--- src/rtl/axi_cdc_src_isolate_pkg.sv ---
// Default AXI channel and request/response structs for the CDC source isolation block.
// Integrators normally override the types with their own platform structs.
package axi_cdc_src_isolate_pkg;

    typedef struct packed {
        logic [3:0]  id;
        logic [31:0] addr;
        logic [7:0]  len;
    } ax_chan_t;

    typedef struct packed {
        logic [31:0] data;
        logic [3:0]  strb;
        logic        last;
    } w_chan_t;

    typedef struct packed {
        logic [3:0] id;
        logic [1:0] resp;
    } b_chan_t;

    typedef struct packed {
        logic [3:0]  id;
        logic [31:0] data;
        logic [1:0]  resp;
        logic        last;
    } r_chan_t;

    typedef struct packed {
        ax_chan_t aw;
        logic     aw_valid;
        w_chan_t  w;
        logic     w_valid;
        logic     b_ready;
        ax_chan_t ar;
        logic     ar_valid;
        logic     r_ready;
    } axi_req_t;

    typedef struct packed {
        logic     aw_ready;
        logic     w_ready;
        b_chan_t  b;
        logic     b_valid;
        logic     ar_ready;
        r_chan_t  r;
        logic     r_valid;
    } axi_rsp_t;

endpackage

--- src/rtl/axi_cdc_src_isolate_cnt.sv ---
// Outstanding-burst up/down counter with saturation/zero flags.
// Net overflow or underflow is a protocol error: flagged, and the count holds.
module axi_cdc_src_isolate_cnt #(
    parameter int unsigned MaxTxns = 8,
    localparam int unsigned CntW   = $clog2(MaxTxns + 1)
) (
    input  logic            clk_i,
    input  logic            rst_ni,
    input  logic            inc_i,
    input  logic            dec_i,
    output logic [CntW-1:0] cnt_o,
    output logic            sat_o,
    output logic            zero_o
);

    localparam logic [CntW-1:0] MaxVal = CntW'(MaxTxns);

    logic [CntW-1:0] cnt_q, cnt_d;

    always_comb begin
        cnt_d = cnt_q;
        if (inc_i && !dec_i && (cnt_q != MaxVal)) begin
            cnt_d = cnt_q + CntW'(1);
        end else if (dec_i && !inc_i && (cnt_q != '0)) begin
            cnt_d = cnt_q - CntW'(1);
        end
    end

    always_ff @(posedge clk_i or negedge rst_ni) begin
        if (!rst_ni) begin
            cnt_q <= '0;
        end else begin
            cnt_q <= cnt_d;
        end
    end

    assign cnt_o  = cnt_q;
    assign sat_o  = (cnt_q == MaxVal);
    assign zero_o = (cnt_q == '0);

`ifndef SYNTHESIS
    a_no_overflow : assert property (@(posedge clk_i) disable iff (!rst_ni)
        !(inc_i && !dec_i && sat_o))
        else $error("outstanding counter overflow");
    a_no_underflow : assert property (@(posedge clk_i) disable iff (!rst_ni)
        !(dec_i && !inc_i && zero_o))
        else $error("outstanding counter underflow");
`endif

endmodule

--- src/rtl/axi_cdc_src_isolate.sv ---
// Source-domain isolation in front of the AXI CDC: stops new bursts, drains
// outstanding responses, then reports the crossing quiescent. Pass-through otherwise.
module axi_cdc_src_isolate #(
    parameter int unsigned MaxTxns = 8,
    parameter type axi_req_t = axi_cdc_src_isolate_pkg::axi_req_t,
    parameter type axi_rsp_t = axi_cdc_src_isolate_pkg::axi_rsp_t
) (
    input  logic     src_clk_i,
    input  logic     src_rst_ni,
    input  axi_req_t slv_req_i,
    output axi_rsp_t slv_rsp_o,
    output axi_req_t mst_req_o,
    input  axi_rsp_t mst_rsp_i,
    input  logic     isolate_i,
    output logic     isolated_o
);

    localparam int unsigned CntW = $clog2(MaxTxns + 1);

    typedef enum logic [1:0] {NORMAL, DRAIN, ISOLATED} state_e;

    state_e          state_q, state_d;
    logic            aw_pend_q, aw_pend_d, ar_pend_q, ar_pend_d;
    logic [CntW-1:0] wr_cnt, rd_cnt;
    logic            wr_sat, rd_sat, wr_zero, rd_zero;
    logic            aw_gate, ar_gate, w_gate;
    logic            aw_hs, ar_hs, b_hs, r_last_hs;

    // Accounting is taken on the CDC side of the gate, so blocked bursts never count.
    assign aw_hs     = mst_req_o.aw_valid & mst_rsp_i.aw_ready;
    assign ar_hs     = mst_req_o.ar_valid & mst_rsp_i.ar_ready;
    assign b_hs      = mst_rsp_i.b_valid & slv_req_i.b_ready;
    assign r_last_hs = mst_rsp_i.r_valid & slv_req_i.r_ready & mst_rsp_i.r.last;

    assign aw_pend_d = mst_req_o.aw_valid & ~mst_rsp_i.aw_ready;
    assign ar_pend_d = mst_req_o.ar_valid & ~mst_rsp_i.ar_ready;

    axi_cdc_src_isolate_cnt #(.MaxTxns(MaxTxns)) i_wr_cnt (
        .clk_i  (src_clk_i),
        .rst_ni (src_rst_ni),
        .inc_i  (aw_hs),
        .dec_i  (b_hs),
        .cnt_o  (wr_cnt),
        .sat_o  (wr_sat),
        .zero_o (wr_zero)
    );

    axi_cdc_src_isolate_cnt #(.MaxTxns(MaxTxns)) i_rd_cnt (
        .clk_i  (src_clk_i),
        .rst_ni (src_rst_ni),
        .inc_i  (ar_hs),
        .dec_i  (r_last_hs),
        .cnt_o  (rd_cnt),
        .sat_o  (rd_sat),
        .zero_o (rd_zero)
    );

    always_ff @(posedge src_clk_i or negedge src_rst_ni) begin
        if (!src_rst_ni) begin
            state_q   <= NORMAL;
            aw_pend_q <= 1'b0;
            ar_pend_q <= 1'b0;
        end else begin
            state_q   <= state_d;
            aw_pend_q <= aw_pend_d;
            ar_pend_q <= ar_pend_d;
        end
    end

    always_comb begin
        state_d = state_q;
        case (state_q)
            NORMAL: begin
                if (isolate_i) state_d = DRAIN;
            end
            DRAIN: begin
                if (!isolate_i) begin
                    state_d = NORMAL;
                end else if (wr_zero && rd_zero && !aw_pend_q && !ar_pend_q) begin
                    state_d = ISOLATED;
                end
            end
            ISOLATED: begin
                if (!isolate_i) state_d = NORMAL;
            end
            default: state_d = NORMAL;
        endcase
    end

    // A valid already presented to the CDC is never withdrawn, whatever the state.
    always_comb begin
        aw_gate = ((state_q != NORMAL) || wr_sat) && !aw_pend_q;
        ar_gate = ((state_q != NORMAL) || rd_sat) && !ar_pend_q;
        w_gate  = (state_q == ISOLATED);

        mst_req_o          = slv_req_i;
        mst_req_o.aw_valid = slv_req_i.aw_valid & ~aw_gate;
        mst_req_o.ar_valid = slv_req_i.ar_valid & ~ar_gate;
        mst_req_o.w_valid  = slv_req_i.w_valid & ~w_gate;

        slv_rsp_o          = mst_rsp_i;
        slv_rsp_o.aw_ready = mst_rsp_i.aw_ready & ~aw_gate;
        slv_rsp_o.ar_ready = mst_rsp_i.ar_ready & ~ar_gate;
        slv_rsp_o.w_ready  = mst_rsp_i.w_ready & ~w_gate;

        isolated_o = (state_q == ISOLATED);
    end

`ifndef SYNTHESIS
    a_aw_pend_held : assert property (@(posedge src_clk_i) disable iff (!src_rst_ni)
        aw_pend_q |-> slv_req_i.aw_valid)
        else $error("pending AW valid withdrawn by upstream master");
    a_ar_pend_held : assert property (@(posedge src_clk_i) disable iff (!src_rst_ni)
        ar_pend_q |-> slv_req_i.ar_valid)
        else $error("pending AR valid withdrawn by upstream master");
`endif

endmodule

--- config.mk ---
export PLATFORM = sky130hd
export DESIGN_NAME = axi_cdc_src_isolate
export DESIGN_NICKNAME = d
export VERILOG_FILES = /design/src/rtl/axi_cdc_src_isolate_pkg.sv /design/src/rtl/axi_cdc_src_isolate_cnt.sv /design/src/rtl/axi_cdc_src_isolate.sv
export SDC_FILE = /design/constraint.sdc
export NUM_CORES = 1
export LEC_CHECK = 0
export ABC_CLOCK_PERIOD_IN_PS = 2700
export CELL_PAD_IN_SITES_DETAIL_PLACEMENT = 0
export CELL_PAD_IN_SITES_GLOBAL_PLACEMENT = 1
export CORE_AREA = 2 2 143 145
export CTS_CLUSTER_SIZE = 16
export DETAILED_ROUTE_END_ITERATION = 16
export DIE_AREA = 0 0 145 147
export GPL_TIMING_DRIVEN = 0
export PLACE_DENSITY = 0.84
export SLEW_MARGIN = 30
export SYNTH_ARGS = -nofsm -noshare
export SYNTH_HDL_FRONTEND = slang
export SYNTH_HIERARCHICAL = 1
export SYNTH_SLANG_ARGS = --single-unit
--- constraint.sdc ---
create_clock -name src_clk_i -period 2.7 [get_ports src_clk_i]
set_clock_uncertainty 0.15 [all_clocks]
set_input_delay 0.405 -clock src_clk_i [delete_from_list [all_inputs] [get_ports src_clk_i]]
set_output_delay 0.405 -clock src_clk_i [all_outputs]
set_load 0.005 [all_outputs]
==> results.sh <==
export IMPL_status="finished, final reports clean"
export IMPL_synth_fa_ha_area_frac=0.0409
export IMPL_vias=2209
export IMPL_rsz0062_at_grt="true"
export IMPL_leakagePower_nw=2.11
export IMPL_hp_class="in -> async"
export IMPL_clock_path_buffers=2
export IMPL_fmax_mhz=382
export IMPL_crit_fanout=8
export IMPL_final_common_cell="clkdlybuf4s50_1"
export IMPL_antenna_found_initial=0
export IMPL_synth_compound_area_frac=0.0937
export IMPL_peakVddDrop_uv=180
export IMPL_crit_path_start="i_wr_cnt/cnt_o[3]"
export IMPL_clock_sinks=12
export IMPL_clk_latency_ns=0.24
export IMPL_finalCritPeriodShare=0.971
export IMPL_routedWlPerCell_um=11.3
export IMPL_wl_um=8240
export IMPL_fin_crit_ns=2.62
export IMPL_synthXorXnorAreaFrac=0.0159
export IMPL_drv_cap=0
export IMPL_ys_warn_count=6
export IMPL_worst_slack_ns=0.0795
export IMPL_busiest_layer="met2"
export IMPL_met3_usage=0.0217
export IMPL_gp_congestion=0.752
export IMPL_netlist_area_um2=2200
export IMPL_fin_setup_tns_ns=0
export IMPL_yosys_register_bits=12
export IMPL_route_detailed_drc=0
export IMPL_synth_top_family_by_area="buffers and inverters"
export IMPL_ios=364
export IMPL_cts_hold_fix_buffers=0
export IMPL_r2r_start="i_wr_cnt/cnt_o[3]"
export IMPL_fp_coreArea_um2=19800
export IMPL_htreeDepth=1
export IMPL_finalHoldViolCount=0
export IMPL_hold_worst_slack_ns=0.390
export IMPL_layout_nets=647
export IMPL_grt_pass1_wl_um=11600
export IMPL_syn_to_final_growth_pct=113
export IMPL_slew_violations=0
export IMPL_grt_pass1_vias=2186
export IMPL_muxShareOfSynthArea=0.0363
export IMPL_slew_headroom=0.607
export IMPL_netlist_instances=255
export IMPL_path_class="reg -> reg"
export IMPL_yosysUniqueCellTypes=30
export IMPL_numCtsBuffers=3
export IMPL_crit_path_start_kind="flop"
export IMPL_rrSetupSlack_ns=0.08
export IMPL_cp_end_kind="flop"
export IMPL_seq_area_frac_synth=0.136
export IMPL_r2r_end="i_wr_cnt/cnt_o[3]"
export IMPL_rows=52
export IMPL_grt_util_met1=0.0675
export IMPL_gr_total_overflow=0
export IMPL_met2_usage=0.135
export IMPL_cp_required_ns=2.67
export IMPL_final_cell_mix="clkdlybuf4s50_1 (194), buf_4 (178), dfrtp_1 (8)"
export IMPL_antenna_cells=0
export IMPL_die_area_um2=21300
export IMPL_synth_area_per_cell_um2=8.64
export IMPL_ant_nets=0
export IMPL_tightest_slew_ns=0.587
export IMPL_finalSetupViolCount=0
export IMPL_initial_core_util=0.111
export IMPL_fp_dieW_um=145
export IMPL_hpwl_um=7470
export IMPL_worst_path_largest_cell_delay_ns=0.45
export IMPL_firstDrtPassIters=4
export IMPL_syn_nets=444
export IMPL_drtIter0Drc=37
export IMPL_numPortBuffers=194
export IMPL_root_buffer="clkbuf_16"
export IMPL_viasPerCell=3.04
export IMPL_arrival_ns=2.59
export IMPL_dp_slack_ns=-0.320
export IMPL_crit_slowest_cell="dfrtp_2"
export IMPL_crit_chain="nor4b_4 -> nor3_4 -> o211a_1 -> or3b_4 -> ha_4 -> a21o_1 -> a2111oi_2 -> o21a_1 -> a211oi_1"
export IMPL_powerDensity_nw_per_um2=380
export IMPL_grtUsageTotal=0.0694
export IMPL_grt_max_degree=13
export IMPL_cts_tree="done"
export IMPL_worstRegToRegCells=9
export IMPL_die_h_um=147
export IMPL_drive_gt1_frac=0.451
export IMPL_path_clk_slew_ns=0.04
export IMPL_synth_simple_gate_area_frac=0.0755
[logic make-up (layout without fill, tap and decap cells)]
group | Yosys count | after routing
compound gates | 26 | 26
xor+xnor | 4 | 4
fa+ha+maj | 6 | 6
buf+inv | 179 | 381
flops | 12 | 12
mux | 6 | 6
simple gates | 22 | 22
[final cells by class]
class / count / area [um2]
buffer: 174 / 1310
clock buffer: 4 / 88.8
fill: 2145 / 15100
inverter: 5 / 18.8
multi-input combinational: 64 / 666
sequential: 12 / 305
tap: 270 / 338
timing repair buffer: 198 / 1970
[routing by layer]
layer,part of all wire,wire (um)
met1,0.33,2730
met2,0.56,4590
met3,0.10,821
met4,0.014,112
met5,0,0
[cell usage after synthesis]
| cell type | count | share of area |
|---|---|---|
| nand2b_1 | 2 | 0.0057 |
| and3_1 | 1 | 0.0028 |
| and4b_1 | 1 | 0.0045 |
| and2b_2 | 2 | 0.0080 |
| and2_1 | 3 | 0.0085 |
| or3_1 | 2 | 0.0057 |
| or3b_4 | 2 | 0.010 |
| a2111oi_0 | 2 | 0.0080 |
| nor3_1 | 2 | 0.0045 |
| o21a_1 | 6 | 0.020 |
| o21ai_1 | 2 | 0.0045 |
| o21ai_2 | 2 | 0.0080 |
| fa_1 | 2 | 0.018 |
| mux2i_1 | 2 | 0.0091 |
| inv_1 | 5 | 0.0085 |
| mux2_4 | 4 | 0.027 |
| a211oi_1 | 2 | 0.0068 |
| nand3b_1 | 2 | 0.0068 |
| dfrtp_1 | 12 | 0.14 |
| xor2_1 | 4 | 0.016 |
| o211a_1 | 4 | 0.018 |
| nor4b_2 | 2 | 0.014 |
| ha_1 | 4 | 0.023 |
| a21oi_1 | 2 | 0.0045 |
| buf_4 | 174 | 0.59 |
| nor2_1 | 3 | 0.0051 |
| a41oi_1 | 1 | 0.0040 |
| a311oi_1 | 2 | 0.0080 |
| a32o_1 | 1 | 0.0045 |
| a21o_1 | 2 | 0.0068 |
[worst max path at each step]
| stage | to | depth (start not counted) |
|---|---|---|
| 2_1_floorplan | i_rd_cnt/cnt_o[3] | 9 |
| 3_3_place_gp | i_rd_cnt/cnt_o[3] | 9 |
| 3_5_place_dp | i_rd_cnt/cnt_o[3] | 9 |
| 4_1_cts | i_rd_cnt/cnt_o[3] | 9 |
| 5_1_grt | i_wr_cnt/cnt_o[3] | 9 |
| 6_report | i_wr_cnt/cnt_o[3] | 9 |
[power by group]
group          internal [mW]  total [mW]  switching [mW]
logic                  0.726        1.10           0.376
registers              0.253       0.379           0.126
clock network          0.224       0.304          0.0798
[timing repair]
item                                    4_1_cts  5_1_grt
resized for setup                             6        5
buffers inserted                              3        1
pin swaps                                     4        0
endpoints found under the setup margin        5        2
[stage by stage]
stage	utilization	std cells	total power [mW]	cell area, um2
2_1_floorplan	-	255	0.981	2240
3_3_place_gp	0.228	719	1.38	4520
3_5_place_dp	0.228	719	1.40	4520
4_1_cts	0.235	726	1.75	4660
6_report	0.237	727	1.78	4690
5_1_grt	0.237	727	1.91	4690
[sequential cells by signal, indices dropped and copies added (netlist names)]
| name | count |
|---|---|
| ar_pend_q | 1 |
| aw_pend_q | 1 |
| i_rd_cnt/cnt_o | 4 |
| i_wr_cnt/cnt_o | 4 |
| state_q | 2 |
[worst max-delay path: cells and delay by family (launching register included)]
kind,cells,cell delay (ns)
and+or+nand+nor,3,0.79
AOI/OAI and AO/OA,5,0.89
DFF,1,0.45
adders and majority gates,1,0.22
(Power assumes the default switching activity.)
